$ cat src/rtl/fifo_pkg.sv
// Shared async-FIFO helpers: Gray/binary conversion and depth derivation.
// Used by both the write-side and read-side pointer controllers.
package fifo_pkg;

    localparam int unsigned PTR_MAX_W = 32;

    typedef logic [PTR_MAX_W-1:0] ptr_t;

    function automatic int unsigned fifo_depth(input int unsigned addr_w);
        return 32'd1 << addr_w;
    endfunction

    function automatic ptr_t bin2gray(input ptr_t b);
        return b ^ (b >> 1);
    endfunction

    // Prefix XOR from the MSB; zero-extended upper bits leave the result intact.
    function automatic ptr_t gray2bin(input ptr_t g);
        ptr_t b;
        b[PTR_MAX_W-1] = g[PTR_MAX_W-1];
        for (int i = PTR_MAX_W - 2; i >= 0; i--) begin
            b[i] = b[i+1] ^ g[i];
        end
        return b;
    endfunction

endpackage

$ cat src/rtl/sync_ff_n.sv
// Parametrised-depth, parametrised-width flop chain for clock-domain crossing.
module sync_ff_n #(
    parameter int unsigned pWIDTH  = 1,
    parameter int unsigned pSTAGES = 2
) (
    input  logic              clk,
    input  logic              rst_n,
    input  logic [pWIDTH-1:0] d_i,
    output logic [pWIDTH-1:0] q_o
);

    logic [pWIDTH-1:0] stage_q [pSTAGES];

    always_ff @(posedge clk or negedge rst_n) begin
        if (!rst_n) begin
            for (int i = 0; i < pSTAGES; i++) begin
                stage_q[i] <= '0;
            end
        end else begin
            stage_q[0] <= d_i;
            for (int i = 1; i < pSTAGES; i++) begin
                stage_q[i] <= stage_q[i-1];
            end
        end
    end

    assign q_o = stage_q[pSTAGES-1];

endmodule

$ cat src/rtl/wr_ptr_ctrl.sv
// Write-domain pointer controller for the async FIFO: pointers, level, full/almost-full.
// Optional sticky overflow flag enabled by defining WR_PTR_CTRL_OVF_EN.
module wr_ptr_ctrl
    import fifo_pkg::*;
#(
    parameter int unsigned pADDR_WIDTH  = 4,
    parameter int unsigned pSYNC_STAGES = 2
) (
    input  logic                   wr_clk,
    input  logic                   wr_rst_n,
    input  logic                   wr_push,
    input  logic [pADDR_WIDTH:0]   rd_ptr,
    input  logic [pADDR_WIDTH:0]   wr_afull_thr,
    input  logic                   wr_ovf_clr,
    output logic                   wr_en,
    output logic [pADDR_WIDTH-1:0] wr_addr,
    output logic [pADDR_WIDTH:0]   wr_ptr,
    output logic                   wr_full,
    output logic                   wr_afull,
    output logic [pADDR_WIDTH:0]   wr_level,
    output logic                   wr_ovf
);

    localparam int unsigned PTR_W = pADDR_WIDTH + 1;
    localparam int unsigned DEPTH = fifo_depth(pADDR_WIDTH);

    logic [PTR_W-1:0] wr_bin_q,  wr_bin_d;
    logic [PTR_W-1:0] wr_gray_q, wr_gray_d;
    logic [PTR_W-1:0] level_q,   level_d;
    logic             full_q,    full_d;
    logic             afull_q,   afull_d;
    logic [PTR_W-1:0] rd_gray_s;
    logic [PTR_W-1:0] rd_bin_s;
    logic             accept_c;

    sync_ff_n #(
        .pWIDTH  (PTR_W),
        .pSTAGES (pSYNC_STAGES)
    ) u_rd_sync (
        .clk   (wr_clk),
        .rst_n (wr_rst_n),
        .d_i   (rd_ptr),
        .q_o   (rd_gray_s)
    );

    // Level is computed against the post-push pointer so a push and a read
    // pointer advance landing together cancel in one update.
    always_comb begin
        accept_c  = wr_push & ~full_q;
        wr_bin_d  = wr_bin_q + PTR_W'(accept_c);
        wr_gray_d = PTR_W'(bin2gray(ptr_t'(wr_bin_d)));
        rd_bin_s  = PTR_W'(gray2bin(ptr_t'(rd_gray_s)));
        level_d   = wr_bin_d - rd_bin_s;
        full_d    = (level_d == PTR_W'(DEPTH));
        afull_d   = (level_d >= wr_afull_thr);
    end

    always_ff @(posedge wr_clk or negedge wr_rst_n) begin
        if (!wr_rst_n) begin
            wr_bin_q  <= '0;
            wr_gray_q <= '0;
            level_q   <= '0;
            full_q    <= 1'b0;
            afull_q   <= 1'b0;
        end else begin
            wr_bin_q  <= wr_bin_d;
            wr_gray_q <= wr_gray_d;
            level_q   <= level_d;
            full_q    <= full_d;
            afull_q   <= afull_d;
        end
    end

    assign wr_en    = accept_c;
    assign wr_addr  = wr_bin_q[pADDR_WIDTH-1:0];
    assign wr_ptr   = wr_gray_q;
    assign wr_full  = full_q;
    assign wr_afull = afull_q;
    assign wr_level = level_q;

`ifdef WR_PTR_CTRL_OVF_EN
    logic ovf_q, ovf_d;

    // Set has priority over clear so a coincident overflow is never lost.
    always_comb begin
        ovf_d = ovf_q;
        if (wr_ovf_clr) begin
            ovf_d = 1'b0;
        end
        if (wr_push && full_q) begin
            ovf_d = 1'b1;
        end
    end

    always_ff @(posedge wr_clk or negedge wr_rst_n) begin
        if (!wr_rst_n) begin
            ovf_q <= 1'b0;
        end else begin
            ovf_q <= ovf_d;
        end
    end

    assign wr_ovf = ovf_q;
`else
    logic unused_ovf_clr;
    assign unused_ovf_clr = wr_ovf_clr;
    assign wr_ovf         = 1'b0;
`endif

endmodule

$ cat config.mk
export PLATFORM = sky130hd
export DESIGN_NAME = wr_ptr_ctrl
export DESIGN_NICKNAME = d
export VERILOG_FILES = /design/src/rtl/fifo_pkg.sv /design/src/rtl/sync_ff_n.sv /design/src/rtl/wr_ptr_ctrl.sv
export SDC_FILE = /design/constraint.sdc
export NUM_CORES = 1
export LEC_CHECK = 0
export BUFFER_PORTS_ARGS = -buffer_cell sky130_fd_sc_hd__clkbuf_2
export CORE_UTILIZATION = 50
export DETAILED_ROUTE_END_ITERATION = 10
export HOLD_SLACK_MARGIN = 0.06
export PLACE_DENSITY = 0.77
export SLEW_MARGIN = 20
export SYNTH_ARGS = -nofsm -noshare
export SYNTH_HDL_FRONTEND = slang
export SYNTH_SLANG_ARGS = --single-unit
$ cat constraint.sdc
create_clock -name wr_clk -period 3.35 [get_ports wr_clk]
set_input_delay 0.1675 -clock wr_clk [delete_from_list [all_inputs] [get_ports wr_clk]]
set_output_delay 0.1675 -clock wr_clk [all_outputs]
set_load 0.02 [all_outputs]
* Word-level counts from Yosys, hierarchy flattened
Index checks and enable logic that the tools add are counted.
Operators by class: add/sub/neg operators 2, magnitude comparators 1, eq/ne operators 1, bitwise logic cells 7
Operator list (number):
- adder 5 x 1 -> 5 bit | 1
- equality test 5 bit, second input constant | 1
- greater-or-equal comparator 5 bit | 1
- subtractor 5 bit | 1
- XOR 5 x 4 -> 5 bit | 1
- XOR 1 bit | 4
- AND 1 bit | 1
- NOT 1 bit | 1
Word-level totals: bits in registers 27, input bits 14, output and inout port bits 18, word-level logic and storage cells 18

* Logic depth before layout (Yosys ltp)
depth in word-level cells 6, depth in mapped cells 13, gate-level depth less buffers 13

* Cells and area by module
Synthesis repeated with hierarchy kept, for this count alone.
Second synthesis, totals: cell total of the unflattened synthesis 93, area, all modules 1174.9 um^2
By module, submodules not included:
- wr_ptr_ctrl | times used 1, cells an instance 78, area each 887.1 um^2, sequential area each 400.4 um^2
- sync_ff_n | times used 1, cells an instance 15, area each 287.8 um^2, sequential area each 250.2 um^2

* Least setup slack after synthesis
OpenSTA, ideal clock, no wires.
path kind reg2reg, start reg full_q, in the netlist wr_full, end reg afull_q, in the netlist wr_afull, data arrival time 2775 ps, data required time 3224 ps, path slack 449 ps, stages on the path, launching flop included 14, path buffers 0, period minus slack after synthesis 2901 ps, cells stage by stage dfrtp_1 -> nor2b_1 -> ha_1 -> nand3_1 -> xor2_1 -> inv_1 -> ha_1 -> nor2_1 -> a21oi_1 -> xor2_1 -> xnor2_1 -> ha_1 -> nor2_1 -> a21oi_1
On the way: word-level cells in the longest chain between the ends 5
Ends and longest elaborated chain:
- start: declaration | line wr_ptr_ctrl.sv:30 | logic full_q, full_d;
- start signal: assignment | line wr_ptr_ctrl.sv:69 | full_q <= full_d;
- NOT 1 bit | line wr_ptr_ctrl.sv:49 | accept_c = wr_push & ~full_q;
- AND 1 bit | line wr_ptr_ctrl.sv:49
- net wr_en | line wr_ptr_ctrl.sv:15 | output logic wr_en,
- adder 5 x 1 -> 5 bit | line wr_ptr_ctrl.sv:50 | wr_bin_d = wr_bin_q + PTR_W'(accept_c);
- net wr_bin_d[3] | line wr_ptr_ctrl.sv:27 | logic [PTR_W-1:0] wr_bin_q, wr_bin_d;
- subtractor 5 bit | line wr_ptr_ctrl.sv:53 | level_d = wr_bin_d - rd_bin_s;
- net level_d[4] | line wr_ptr_ctrl.sv:29 | logic [PTR_W-1:0] level_q, level_d;
- greater-or-equal comparator 5 bit | line wr_ptr_ctrl.sv:55 | afull_d = (level_d >= wr_afull_thr);
- net afull_d | line wr_ptr_ctrl.sv:31 | logic afull_q, afull_d;
- end signal: assignment | line wr_ptr_ctrl.sv:70 | afull_q <= afull_d;
- end: declaration | line wr_ptr_ctrl.sv:31
The timed path passes the listed nets, and every way through them passes these cells.

* Worst setup path after layout
start reg u_rd_sync.stage_q, in the netlist u_rd_sync.q_o[4], end reg afull_q, in the netlist wr_afull
On the way: word-level cells in the longest chain between the ends 6
Ends and longest elaborated chain:
- start: declaration | line sync_ff_n.sv:12 | logic [pWIDTH-1:0] stage_q [pSTAGES];
- start signal: indexed assignment | line sync_ff_n.sv:22 | stage_q[i] <= stage_q[i-1];
- XOR 1 bit (4 in series) | line fifo_pkg.sv:22 | b[i] = b[i+1] ^ g[i];
- subtractor 5 bit * | line wr_ptr_ctrl.sv:53
- net level_d[4] | line wr_ptr_ctrl.sv:29
- greater-or-equal comparator 5 bit * | line wr_ptr_ctrl.sv:55
- net afull_d | line wr_ptr_ctrl.sv:31
The timed path passes the listed nets; every way through them passes the cells marked *.

==> impl_metrics.tcl <==
set metrics [dict create \
    status "complete, no violations" \
    wl_um 1660 \
    fin_crit_ns 3.09 \
    initial_utilization 0.557 \
    drcViolationCount 0 \
    fin_skew_ns 0.00160 \
    path_class "register to register" \
    max-cap-violations 0 \
    grtUsageTotal 0.165 \
    grt_max_degree 27 \
    antenna_found_initial 0 \
    rows 16 \
    p_comb_frac 0.604 \
    ys_seq_area_frac 0.572 \
    grt_pass1_vias 676 \
    period_share 0.922 \
    synth_xor_area_frac 0.143 \
    fin_nets 153 \
    yosys_register_bits 26 \
    power.internal_uw 856 \
    cp-end-kind "register" \
    drtIter0Drc 2 \
    cts.sinks 26 \
    rsz0062_at_grt "false" \
    fmax_mhz 324 \
    cts.clk_slew.worst_paths_ns 0.12 \
    clock_path_buffers 2 \
    synth_cell_types 20 \
    core_um2 2040 \
    synth_top_family_by_area "XOR/XNOR gates" \
    placed_cells 143 \
    seq_power_share 0.316 \
    ys_warn_count 0 \
    synthSimpleGateAreaFrac 0.0649 \
    worstMarginPinSlew_ns 0.602 \
    p_sw_frac 0.443 \
    cp.arrival_ns 3.29 \
    overflow 0 \
    leakage_uw 0.000724 \
    place_hpwl_um 1300 \
    layout_commonest_cell "clkbuf_2" \
    drtAntennaViolNets 0 \
    hold_class "input pin to register" \
    p_per_area_nw_per_um2 1110 \
    via_count 701 \
    final_cell_mix "clkbuf_2, dfrtp_1, inv_1" \
    cts_tree "yes" \
    synth_nets 114 \
    cp.required_ns 3.55 \
    io_pins 32 \
    power_frac_clock 0.080 \
    clk-insertion-delay-late_ns 0.30 \
    multi_input_comb_area_um2 430 \
    wl_per_cell_um 10.9 \
    fin_setup_tns_ns 0 \
    p_total_uw 1540 \
    ff_latch_area_um2 651 \
    setup_violations 0 \
    layout-drive-gt1-share 0.288 \
    area_growth_pct 22.3 \
    die_height_um 49.7 \
    dieArea_um2 2470 \
    relSlewSlack 0.599 \
    syn_avg_cell_area_um2 12.9 \
    synth_fa_ha_area_frac 0.139 \
    fill_cells 158 \
    finalWeightedCongestion 0.660 \
    synth_compound_area_frac 0.0286 \
    peakVddDrop_v 0.000702 \
    htreeDepth 1 \
    finalNonFillerCells 152 \
    syn_area_um2 1140 \
    hold_viol 0 \
    netSwitchingPower_uw 682 \
    stdcell_area_um2 1390 \
    viasPerCell 4.61 \
    n_antenna_cell 0 \
    synth.area.mux_share 0 \
    portBuffers 29 \
    synthCells 88 \
    cts_buffers 3 \
    dr.pass1.iters 2 \
    cp_max_fo 3 \
    cts_root_buffer "clkbuf_4" \
    grt_pass1_wl_um 2930 \
    worst_setup_path_start_kind "register" \
    final-max-slew-violation-count 0 \
    fp.dieW_um 49.7 \
    placed_area_um2 1310 \
]
## critical path, cell delays in order, from the launching register on
cell and delay, ns:
dfrtp_1 0.44, xnor2_2 0.24, xor2_2 0.23, xor2_2 0.23, xnor2_1 0.09, ha_1 0.21, fa_1 0.40, nand2b_1 0.16
a21oi_1 0.16, xor2_1 0.18, xnor2_1 0.21, ha_1 0.29, nor2_1 0.11, a21oi_1 0.04
## state kept, by name, summed over array words and instances (netlist names)
signal and cells:
u_rd_sync.stage_q 5, wr_afull 1, wr_full 1, wr_level 5, u_rd_sync.q_o 5, wr_ptr 4, wr_bin_q 5
## cells in the mapped netlist (all sizes together)
| cell type | instances | share of area |
|---|---|---|
| nand2 | 2 | 0.0066 |
| buf | 1 | 0.0066 |
| o21ai | 1 | 0.0044 |
| xor2 | 8 | 0.075 |
| conb | 1 | 0.0033 |
| a21o | 1 | 0.0066 |
| nor4b | 1 | 0.013 |
| nand4 | 1 | 0.0055 |
| nor2 | 4 | 0.013 |
| nand2b | 2 | 0.011 |
| inv | 13 | 0.043 |
| nor2b | 2 | 0.011 |
| nand3 | 1 | 0.0044 |
| dfrtp | 26 | 0.57 |
| ha | 11 | 0.12 |
| a21oi | 4 | 0.018 |
| fa | 1 | 0.018 |
| xnor2 | 8 | 0.068 |
## layer usage
layer / vias to the layer above / global-route usage / part of all wire
met1: 332 / 0.189 / 0.43
met3: 2 / 0.0401 / 0.047
met5: - / 0 / 0
met2: 22 / 0.291 / 0.52
met4: 0 / 0.0714 / 0.0060
li1: 345 / - / -
## cells by family after synthesis
logic type      count (synthesis)
buf+inv                        14
xor+xnor                       16
other cells                     1
simple gates                   13
flops                          26
fa+ha+maj                      12
compound gates                  6
## power groups by stage
| stage | Sequential (uW) | Combinational [uW] | Clock (uW) |
|---|---|---|---|
| 2_1_floorplan | 618 | 561 | 0 |
| 3_3_place_gp | 487 | 895 | 0 |
| 3_5_place_dp | 493 | 935 | 0 |
| 4_1_cts | 485 | 947 | 130 |
| 5_1_grt | 495 | 1060 | 140 |
| 6_report | 486 | 930 | 123 |
## area by class of cell
cell class | instances | area share
clock buffer | 3 | 0.0162
multi-input combinational | 48 | 0.309
timing repair buffer | 35 | 0.147
sequential | 26 | 0.468
tap | 27 | 0.0243
inverter | 13 | 0.0351
## per-stage QoR
| step | hold WS [ns] | utilization | setup WS, ns |
|---|---|---|---|
| 2_1_floorplan | -0.128 | - | 0.449 |
| 3_3_place_gp | 0.197 | 0.641 | 0.328 |
| 3_5_place_dp | 0.201 | 0.641 | 0.224 |
| 4_1_cts | 0.283 | 0.681 | 0.212 |
| 5_1_grt | 0.366 | 0.681 | 0.00600 |
| 6_report | 0.296 | 0.681 | 0.260 |
## path summary, 6_finish.rpt
kind                       slack, ns                to            startpoint  depth (start not counted)
max                             0.26          wr_afull      u_rd_sync.q_o[4]                         13
min                             0.30          wr_afull       wr_afull_thr[4]                          5
max reg2reg                     0.26          wr_afull      u_rd_sync.q_o[4]                         13
min reg2reg                     0.36  u_rd_sync.q_o[3]  u_rd_sync.stage_q[8]                          0
max in group asynchronous       2.58       wr_bin_q[2]              wr_rst_n                          2
min in group asynchronous       0.38       wr_level[4]              wr_rst_n                          2
## what timing repair did
action | CTS | global route
hold buffers | 6 | 0
gates resized for setup | 0 | 0
setup buffers | 0 | 0
hold endpoints to repair | 31 | 0
endpoints found under the setup margin | 0 | 0
(Power assumes the default switching activity.)
